[src/rtl/dmem_arbiter_if.sv]
// Request/response bundle for one data-memory requester port.
// master = requester side, slave = arbiter side.
interface dmem_port_if;
    logic        req;
    logic        we;
    logic        lock;
    logic [31:0] addr;
    logic [31:0] wdata;
    logic        gnt;
    logic        rvalid;
    logic [31:0] rdata;
    logic        err;

    modport master (output req, we, lock, addr, wdata,
                    input  gnt, rvalid, rdata, err);
    modport slave  (input  req, we, lock, addr, wdata,
                    output gnt, rvalid, rdata, err);
endinterface

[src/rtl/dmem_arbiter.sv]
// dmem_arbiter: two-port (A = core LSU, B = loader/debug) arbiter in front of a
// single-ported data memory with combinational read and posedge write.
// Supports locked (atomic RMW) ownership with an idle timeout.
// Optional feature: define DMEM_ARB_RR_EN for round-robin tie-break in ARB;
// when undefined, port A wins every tie (fixed priority).
module dmem_arbiter #(
    parameter int LOCK_TIMEOUT = 16,
    parameter int MEM_WORDS    = 1024
) (
    input  logic        clk,
    input  logic        rst_n,
    dmem_port_if.slave  a,
    dmem_port_if.slave  b,
    output logic        mem_we,
    output logic [31:0] mem_addr,
    output logic [31:0] mem_wdata,
    input  logic [31:0] mem_rdata,
    output logic        lock_timeout
);
    localparam int CW = $clog2(LOCK_TIMEOUT + 1);

    typedef enum logic [1:0] {ARB, LOCK_A, LOCK_B} state_t;

    state_t        state;
    logic [CW-1:0] idle_cnt;
`ifdef DMEM_ARB_RR_EN
    logic          ptr_b;   // 1: B wins the next tie
`endif

    logic        sel_a, sel_b, gnt_a, gnt_b, any_gnt;
    logic        g_we, g_err;
    logic [31:0] g_addr, g_wdata;

    logic        a_rv_q, a_err_q, b_rv_q, b_err_q;
    logic [31:0] a_rd_q, b_rd_q;

    function automatic logic addr_err(input logic [31:0] ad);
        return (ad[1:0] != 2'b00) || ({2'b00, ad[31:2]} >= 32'(MEM_WORDS));
    endfunction

    // Pick the port allowed to access memory this cycle
    always_comb begin
        sel_a = 1'b0;
        sel_b = 1'b0;
        case (state)
            ARB: begin
                if (a.req && b.req) begin
`ifdef DMEM_ARB_RR_EN
                    if (ptr_b) sel_b = 1'b1;
                    else       sel_a = 1'b1;
`else
                    sel_a = 1'b1;
`endif
                end else begin
                    sel_a = a.req;
                    sel_b = b.req;
                end
            end
            LOCK_A:  sel_a = a.req;
            LOCK_B:  sel_b = b.req;
            default: ;
        endcase
    end

    // Grants are suppressed while reset is held
    assign gnt_a   = sel_a & rst_n;
    assign gnt_b   = sel_b & rst_n;
    assign any_gnt = gnt_a | gnt_b;
    assign a.gnt   = gnt_a;
    assign b.gnt   = gnt_b;

    // Memory-side mux; erroring accesses never write
    always_comb begin
        g_we    = 1'b0;
        g_addr  = '0;
        g_wdata = '0;
        if (gnt_a) begin
            g_we    = a.we;
            g_addr  = a.addr;
            g_wdata = a.wdata;
        end else if (gnt_b) begin
            g_we    = b.we;
            g_addr  = b.addr;
            g_wdata = b.wdata;
        end
    end

    assign g_err     = any_gnt & addr_err(g_addr);
    assign mem_we    = any_gnt & g_we & ~g_err;
    assign mem_addr  = g_addr;
    assign mem_wdata = g_wdata;

    // Lock FSM, idle timeout counter and tie-break pointer
    always_ff @(posedge clk) begin
        if (!rst_n) begin
            state        <= ARB;
            idle_cnt     <= '0;
            lock_timeout <= 1'b0;
        end else begin
            lock_timeout <= 1'b0;
            case (state)
                ARB: begin
                    idle_cnt <= '0;
                    if (gnt_a && a.lock)      state <= LOCK_A;
                    else if (gnt_b && b.lock) state <= LOCK_B;
                end
                LOCK_A: begin
                    if (gnt_a) begin
                        idle_cnt <= '0;
                        if (!a.lock) state <= ARB;
                    end else if (idle_cnt == CW'(LOCK_TIMEOUT - 1)) begin
                        state        <= ARB;
                        idle_cnt     <= '0;
                        lock_timeout <= 1'b1;
                    end else begin
                        idle_cnt <= idle_cnt + 1'b1;
                    end
                end
                LOCK_B: begin
                    if (gnt_b) begin
                        idle_cnt <= '0;
                        if (!b.lock) state <= ARB;
                    end else if (idle_cnt == CW'(LOCK_TIMEOUT - 1)) begin
                        state        <= ARB;
                        idle_cnt     <= '0;
                        lock_timeout <= 1'b1;
                    end else begin
                        idle_cnt <= idle_cnt + 1'b1;
                    end
                end
                default: state <= ARB;
            endcase
        end
    end

`ifdef DMEM_ARB_RR_EN
    // After an ARB-state grant the other port gets the next tie
    always_ff @(posedge clk) begin
        if (!rst_n)                      ptr_b <= 1'b0;
        else if (state == ARB && gnt_a)  ptr_b <= 1'b1;
        else if (state == ARB && gnt_b)  ptr_b <= 1'b0;
    end
`endif

    // One-cycle registered response for whichever port was granted
    always_ff @(posedge clk) begin
        if (!rst_n) begin
            a_rv_q  <= 1'b0;
            a_err_q <= 1'b0;
            a_rd_q  <= '0;
            b_rv_q  <= 1'b0;
            b_err_q <= 1'b0;
            b_rd_q  <= '0;
        end else begin
            a_rv_q  <= gnt_a;
            a_err_q <= gnt_a & g_err;
            a_rd_q  <= (gnt_a && !g_we && !g_err) ? mem_rdata : '0;
            b_rv_q  <= gnt_b;
            b_err_q <= gnt_b & g_err;
            b_rd_q  <= (gnt_b && !g_we && !g_err) ? mem_rdata : '0;
        end
    end

    // A response pending when reset asserts is dropped, not presented
    assign a.rvalid = a_rv_q & rst_n;
    assign a.err    = a_err_q & rst_n;
    assign a.rdata  = a_rd_q;
    assign b.rvalid = b_rv_q & rst_n;
    assign b.err    = b_err_q & rst_n;
    assign b.rdata  = b_rd_q;
endmodule

[src/flat_wrapper.sv]
// flat-port wrapper written by rule: the top's interface ports become plain ports
module dmem_arbiter_flat 
#(
    parameter int LOCK_TIMEOUT = 16,
    parameter int MEM_WORDS    = 1024
)
  (clk, rst_n, mem_we, mem_addr, mem_wdata, mem_rdata, lock_timeout, a_req, a_we, a_lock, a_addr, a_wdata, a_gnt, a_rvalid, a_rdata, a_err, b_req, b_we, b_lock, b_addr, b_wdata, b_gnt, b_rvalid, b_rdata, b_err);
  dmem_port_if a_i ();
  dmem_port_if b_i ();
  input  logic clk;
  input  logic rst_n;
  output logic mem_we;
  output logic [31:0] mem_addr;
  output logic [31:0] mem_wdata;
  input  logic [31:0] mem_rdata;
  output logic lock_timeout;
  input wire logic [$bits(a_i.req)-1:0] a_req;
  input wire logic [$bits(a_i.we)-1:0] a_we;
  input wire logic [$bits(a_i.lock)-1:0] a_lock;
  input wire logic [$bits(a_i.addr)-1:0] a_addr;
  input wire logic [$bits(a_i.wdata)-1:0] a_wdata;
  output wire logic [$bits(a_i.gnt)-1:0] a_gnt;
  output wire logic [$bits(a_i.rvalid)-1:0] a_rvalid;
  output wire logic [$bits(a_i.rdata)-1:0] a_rdata;
  output wire logic [$bits(a_i.err)-1:0] a_err;
  input wire logic [$bits(b_i.req)-1:0] b_req;
  input wire logic [$bits(b_i.we)-1:0] b_we;
  input wire logic [$bits(b_i.lock)-1:0] b_lock;
  input wire logic [$bits(b_i.addr)-1:0] b_addr;
  input wire logic [$bits(b_i.wdata)-1:0] b_wdata;
  output wire logic [$bits(b_i.gnt)-1:0] b_gnt;
  output wire logic [$bits(b_i.rvalid)-1:0] b_rvalid;
  output wire logic [$bits(b_i.rdata)-1:0] b_rdata;
  output wire logic [$bits(b_i.err)-1:0] b_err;
  assign a_i.req = a_req;
  assign a_i.we = a_we;
  assign a_i.lock = a_lock;
  assign a_i.addr = a_addr;
  assign a_i.wdata = a_wdata;
  assign a_gnt = a_i.gnt;
  assign a_rvalid = a_i.rvalid;
  assign a_rdata = a_i.rdata;
  assign a_err = a_i.err;
  assign b_i.req = b_req;
  assign b_i.we = b_we;
  assign b_i.lock = b_lock;
  assign b_i.addr = b_addr;
  assign b_i.wdata = b_wdata;
  assign b_gnt = b_i.gnt;
  assign b_rvalid = b_i.rvalid;
  assign b_rdata = b_i.rdata;
  assign b_err = b_i.err;
  dmem_arbiter #(.LOCK_TIMEOUT(LOCK_TIMEOUT), .MEM_WORDS(MEM_WORDS)) u_core (.clk(clk), .rst_n(rst_n), .a(a_i), .b(b_i), .mem_we(mem_we), .mem_addr(mem_addr), .mem_wdata(mem_wdata), .mem_rdata(mem_rdata), .lock_timeout(lock_timeout));
endmodule
[config.mk]
export PLATFORM = sky130hd
export DESIGN_NAME = dmem_arbiter_flat
export DESIGN_NICKNAME = d
export VERILOG_FILES = /design/src/rtl/dmem_arbiter_if.sv /design/src/rtl/dmem_arbiter.sv /design/src/flat_wrapper.sv
export SDC_FILE = /design/constraint.sdc
export NUM_CORES = 1
export LEC_CHECK = 0
export ABC_CLOCK_PERIOD_IN_PS = 2240
export CORE_ASPECT_RATIO = 0.5
export CORE_MARGIN = 2
export CORE_UTILIZATION = 29
export DETAILED_ROUTE_END_ITERATION = 8
export DONT_BUFFER_PORTS = 1
export GPL_ROUTABILITY_DRIVEN = 1
export MAX_ROUTING_LAYER = met4
export PLACE_DENSITY_LB_ADDON = 0.15
export SYNTH_ARGS = -nofsm -noshare
export SYNTH_HDL_FRONTEND = slang
export SYNTH_SLANG_ARGS = --single-unit
[constraint.sdc]
create_clock -name clk -period 2.24 [get_ports clk]
set_input_delay 0.224 -clock clk [delete_from_list [all_inputs] [get_ports clk]]
set_output_delay 0.224 -clock clk [all_outputs]
set_load 0.01 [all_outputs]
# Word-level counts from Yosys, hierarchy flattened
# Cells that the tools add are included.
[word_totals]
ff_bits = 76
out_inout_bits = 136
[op_classes]
n_bitwise = 13
mux = 26
n_addsub = 1
magnitude_cmp = 1
reduce_logical = 16
n_eq_ne = 6
[ops]
columns = ["op", "count"]
rows = [
  ["two-way mux 32 bit", 4],
  ["greater-or-equal comparator 30 x 11 -> 1 bit (second input constant)", 1],
  ["two-way mux 5 bit", 3],
  ["one-hot mux 5 bit (3 select lines)", 1],
  ["two-way mux 2 bit", 7],
  ["bitwise AND 1 bit", 11],
  ["logical AND 1 bit", 7],
  ["two-way mux 1 bit", 7],
  ["!= test 3 bit (second input constant)", 2],
  ["one-hot mux 1 bit (2 select lines)", 3],
  ["one-hot mux 2 bit (3 select lines)", 1],
  ["adder 5 x 1 -> 5 bit (second input constant)", 1],
  ["equality test 5 x 4 -> 1 bit (second input constant)", 1],
  ["AND reduction 2 bit", 2],
  ["!= test 3 x 1 -> 1 bit (second input constant)", 1],
  ["AND reduction 3 bit", 1],
  ["nonzero test 3 bit", 1],
  ["equality test 2 x 1 -> 1 bit (second input constant)", 1],
  ["equality test 2 bit (second input constant)", 1],
  ["zero test 1 bit", 2],
  ["zero test 2 bit", 1],
  ["nonzero test 2 bit", 1],
  ["logical OR 1 bit", 1],
  ["inverter 1 bit", 1],
  ["OR 1 bit", 1],
]

# Depth between registers and ports, before layout
[logic_depth]
depth_word = 12
depth_mapped = 10

# Worst setup path before layout
# Ideal clock, no wire load.
[synth_timing]
kind = "reg2out"
startpoint = "register u_core.state[0]"
endpoint = "output mem_we"
n_path_buf = 2
path_stages_with_launch = 10
t_required_ps = 2016
setup_slack_ps = -187
arrival_ps = 2203
path_cell_list = "dfxtp_1 inv_1 ha_1 o211ai_1 nand4_1 or4_4 a21o_1 buf_6 buf_8 a21oi_1"
[synth_between]
elab_chain_len = 10
[synth_lines]
columns = ["item", "line_no", "rtl"]
rows = [
  ["from (decl)", "dmem_arbiter.sv:24", "state_t state;"],
  ["from (signal assigned)", "dmem_arbiter.sv:96", "state <= ARB;"],
  ["from (signal assigned)", "dmem_arbiter.sv:104", "if (gnt_a && a.lock) state <= LOCK_A;"],
  ["from (signal assigned)", "dmem_arbiter.sv:105", "else if (gnt_b && b.lock) state <= LOCK_B;"],
  ["equality test 2 bit or zero test 2 bit (tied branches)", "dmem_arbiter.sv:45", "case (state)"],
  ["one-hot mux 1 bit (2 select lines)", "dmem_arbiter.sv:45", ""],
  ["bitwise AND 1 bit", "dmem_arbiter.sv:67", "assign gnt_b = sel_b & rst_n;"],
  ["two-way mux 32 bit", "dmem_arbiter.sv:81", "end else if (gnt_b) begin"],
  ["two-way mux 32 bit", "dmem_arbiter.sv:77", "if (gnt_a) begin"],
  ["greater-or-equal comparator 30 x 11 -> 1 bit or nonzero test 2 bit (tied branches)", "dmem_arbiter.sv:38", "return (ad[1:0] != 2'b00) || ({2'b00, ad[31:2]} >= 32'(MEM_WORDS));"],
  ["logical OR 1 bit", "dmem_arbiter.sv:38", ""],
  ["bitwise AND 1 bit", "dmem_arbiter.sv:88", "assign g_err = any_gnt & addr_err(g_addr);"],
  ["inverter 1 bit", "dmem_arbiter.sv:89", "assign mem_we = any_gnt & g_we & ~g_err;"],
  ["bitwise AND 1 bit *", "dmem_arbiter.sv:89", ""],
  ["to (decl)", "flat_wrapper.sv:12", "output logic mem_we;"],
]
# Mark *: on every way between the ends. The rest lies on a longest branch, timed or not.

# Final worst setup path
# Ends and elaborated chain as after synthesis.

==> impl_results.md <==
* Crit end category: output pin
* Power per cell area at approximately 800 nW/um2
* Synth unique cells at 42
* Leakage power at between 0.002 and 0.0025 uW
* Setup-failing EPs final at 63
* P_sw at ~1400 uW
* Slew headroom at 0.605
* GRT overflow at 0
* Drt pass-1 iters at 4
* Final Slew Violations at 0
* Die width at between 150 and 200 um
* Predominant post-synthesis flop cell: dfxtp_1
* Inserted Clock Buffers at 9
* Setup_tns at -2.29 ns
* Worst path required time at 2.02 ns
* Clk pwr share at 0.375
* FF+latch count, synth at 76
* # IOs at around 300
* Max_cap viols at 0
* Ys async rst share at 0
* Max Clock Freq at between 400 and 500 MHz
* Clk sinks at 76
* Status: complete, but fails checks
* Sequential Power Share at 0.306
* RSZ-0062 raised after global routing: yes
* Layout Area Growth over Synthesis at 45.0%
* DP HPWL at around 10 mm
* Wire per inst at between 15 and 20 um
* Net Sw Frac at 0.307
* I/O Buffers at 0
* Yosys warnings at 0
* CTS tree: yes
* Row count at 29
* Final wirelength at between 10 and 15 mm
* Min-delay worst type: in -> reg
* Vias in the first global route at between 3000 and 4000
* Initial antenna violation count at 0
* Seq/Total Area, Yosys at 0.397
* Drt initial violations at roughly 200
* Largest net degree at the start of global routing at 50
* Worst-margin pin slew at roughly 0.6 ns
* Die height at around 85 um
* Synthesized Nets at 670
* N_diodes at 0
* Synth top area cells: dfxtp_1 40%, nand2_1 14%, o21ai_0 8.9%
* Crit Path Class: reg -> out
* GRT Total Usage at 0.182
* Worst-path fanout max at 4
* Worst setup SP type: register
* Skew final at just under 0.004 ns
* CTS H-tree depth at 3
* Worst-case clock buffer depth at 2
* Pwr Total at 4540 uW
* Synth top area share at 0.397
* Share of layout cells above drive strength 1 at 0.280
* Remaining antenna violation count after routing at 0
* Routed vias at ~3700
* DR DRC count at 0
* Internal Dissipation at about 3200 uW
* Syn Inst Count at roughly 500
* EDFF count, synth at 0
* Global-route wire length before repair at between 15 and 20 mm
* Failing checks: negative setup slack
* Mapped Avg Cell Area at between 7 and 8 um2
* Worst skew pair latency at 0.33 ns
* Crit path DAT at roughly 2.2 ns
* Fin crit period at about 2.4 ns
* Fin crit share at 1.07
* Core area at 12800 um2
* Max VDD drop at a little over 0.0005 V
* Setup ws final at -0.163 ns
* Final #Nets at approximately 750
* Reg clk slew, reported paths at around 0.060 ns
* Count of final hold-check violations at 0
* Initial Utilization at 0.300
* Root buffer cell: clkbuf_16
* RePlAce Congestion at 0.851
* Largest area contributor in the netlist: dfxtp_1
* Die area at 14200 um2
* Synthesized cell area at ~3800 um2
* Gate power share at 0.319
* Vias per std cell at 4.90
==> layout make-up <==
| cell class | count | area (um2) |
|---|---|---|
| sequential | 76 | 1530 |
| multi-input combinational | 341 | 2140 |
| fill | 1267 | 7210 |
| clock buffer | 9 | 225 |
| clock inverter | 7 | 130 |
| inverter | 40 | 155 |
| timing repair buffer | 109 | 1170 |
| tap | 170 | 213 |
==> sequential cells by signal, indices dropped and copies added, names as in the netlist <==
name and cells:
u_core.a_err_q 1, u_core.b_rv_q 1, u_core.idle_cnt 5, u_core.state 2, u_core.lock_timeout 1, u_core.b_err_q 1, u_core.a.rdata 32, u_core.a_rv_q 1
u_core.b.rdata 32
==> per-stage QoR <==
step | hold slack [ns] | setup WS [ns] | instance area (um2) | utilization | instances
5_1_grt | 0.000123 | -0.258 | 5560 | 0.435 | 752
4_1_cts | 0.0000900 | -0.158 | 5190 | 0.407 | 736
2_1_floorplan | 0.343 | -0.0472 | 3850 | - | 495
3_5_place_dp | 0.304 | -0.0624 | 4460 | 0.349 | 696
6_report | 0.0145 | -0.163 | 5560 | 0.435 | 752
3_3_place_gp | 0.301 | -0.00497 | 4460 | 0.349 | 696
==> cells in the mapped netlist (all sizes together), types with 2 or more instances <==
cell type,number
clkbuf,25
nand2,141
a21oi,4
or4,5
nand3,6
dfxtp,76
o2111ai,2
inv,39
nor2b,3
nor3,4
nor2,4
ha,7
buf,13
o21ai,68
nand4,4
nor4,37
o22ai,3
and2,40
==> worst paths after layout <==
path         slack, ns                from  depth (start not counted)                  to
max              -0.16     u_core.state[0]                          7              mem_we
min               0.01       mem_rdata[13]                          1  u_core.b.rdata[13]
max reg2reg      -0.03     u_core.state[0]                          9   u_core.a.rdata[8]
min reg2reg       0.43  u_core.idle_cnt[4]                          2  u_core.idle_cnt[4]
==> worst max-delay path, cell delays in order, from the launching register on <==
cell and delay, ns:
dfxtp_4 0.37, inv_4 0.04, ha_4 0.15, o211ai_1 0.22, nand4_1 0.13, or4_4 0.55, a21o_4 0.23, a21oi_4 0.15
==> power by group through the flow <==
stage / Sequential, uW / Combinational [uW] / Clock [uW]
floorplan: 1420 / 630 / 0
global route: 1390 / 1560 / 1810
finish: 1390 / 1450 / 1700
CTS: 1390 / 1230 / 1750
detailed placement: 1420 / 1070 / 0
global placement: 1420 / 1070 / 0
==> layer usage <==
metal	global-route usage	vias up	wire length, um
met5	-	-	0
li1	-	1802	-
met1	0.232	1718	6180
met2	0.278	156	6890
met4	0.0549	0	186
met3	0.0569	12	1060
==> kinds of logic (layout without fill, tap and decap cells) <==
| logic type | Yosys count | count (layout) | synth area share |
|---|---|---|---|
| simple gates | 249 | 249 | 0.368 |
| compound gates | 84 | 84 | 0.119 |
| buf+inv | 78 | 165 | 0.0907 |
| flops | 76 | 76 | 0.397 |
| fa+ha+maj | 7 | 7 | 0.0228 |
| mux | 1 | 1 | 0.00261 |
==> timing repair <==
item | CTS | global route
hold endpoints to repair | 52 | 3
cloned | 2 | 5
pin swaps | 2 | 6
resized for setup | 36 | 49
hold buffers | 20 | 3
endpoints found under the setup margin | 126 | 126
buffers inserted | 2 | 8
==> cells in the final DEF (no fill, tap or decap), drive strengths merged, types with 2 or more instances in the layout <==
cell and n:
o22ai 3, nor2b 3, dlygate4sd3 22, buf 83
nand4 4, inv 44, nor4 37, o21ai 68
a21oi 4, or4 5, dfxtp 76, nor2 4
nand2 141, bufinv 3, nor3 4, ha 7
o2111ai 2, clkbuf 13, and2 40, nand3 6
No activity file was read; power rests on OpenSTA's default activity.
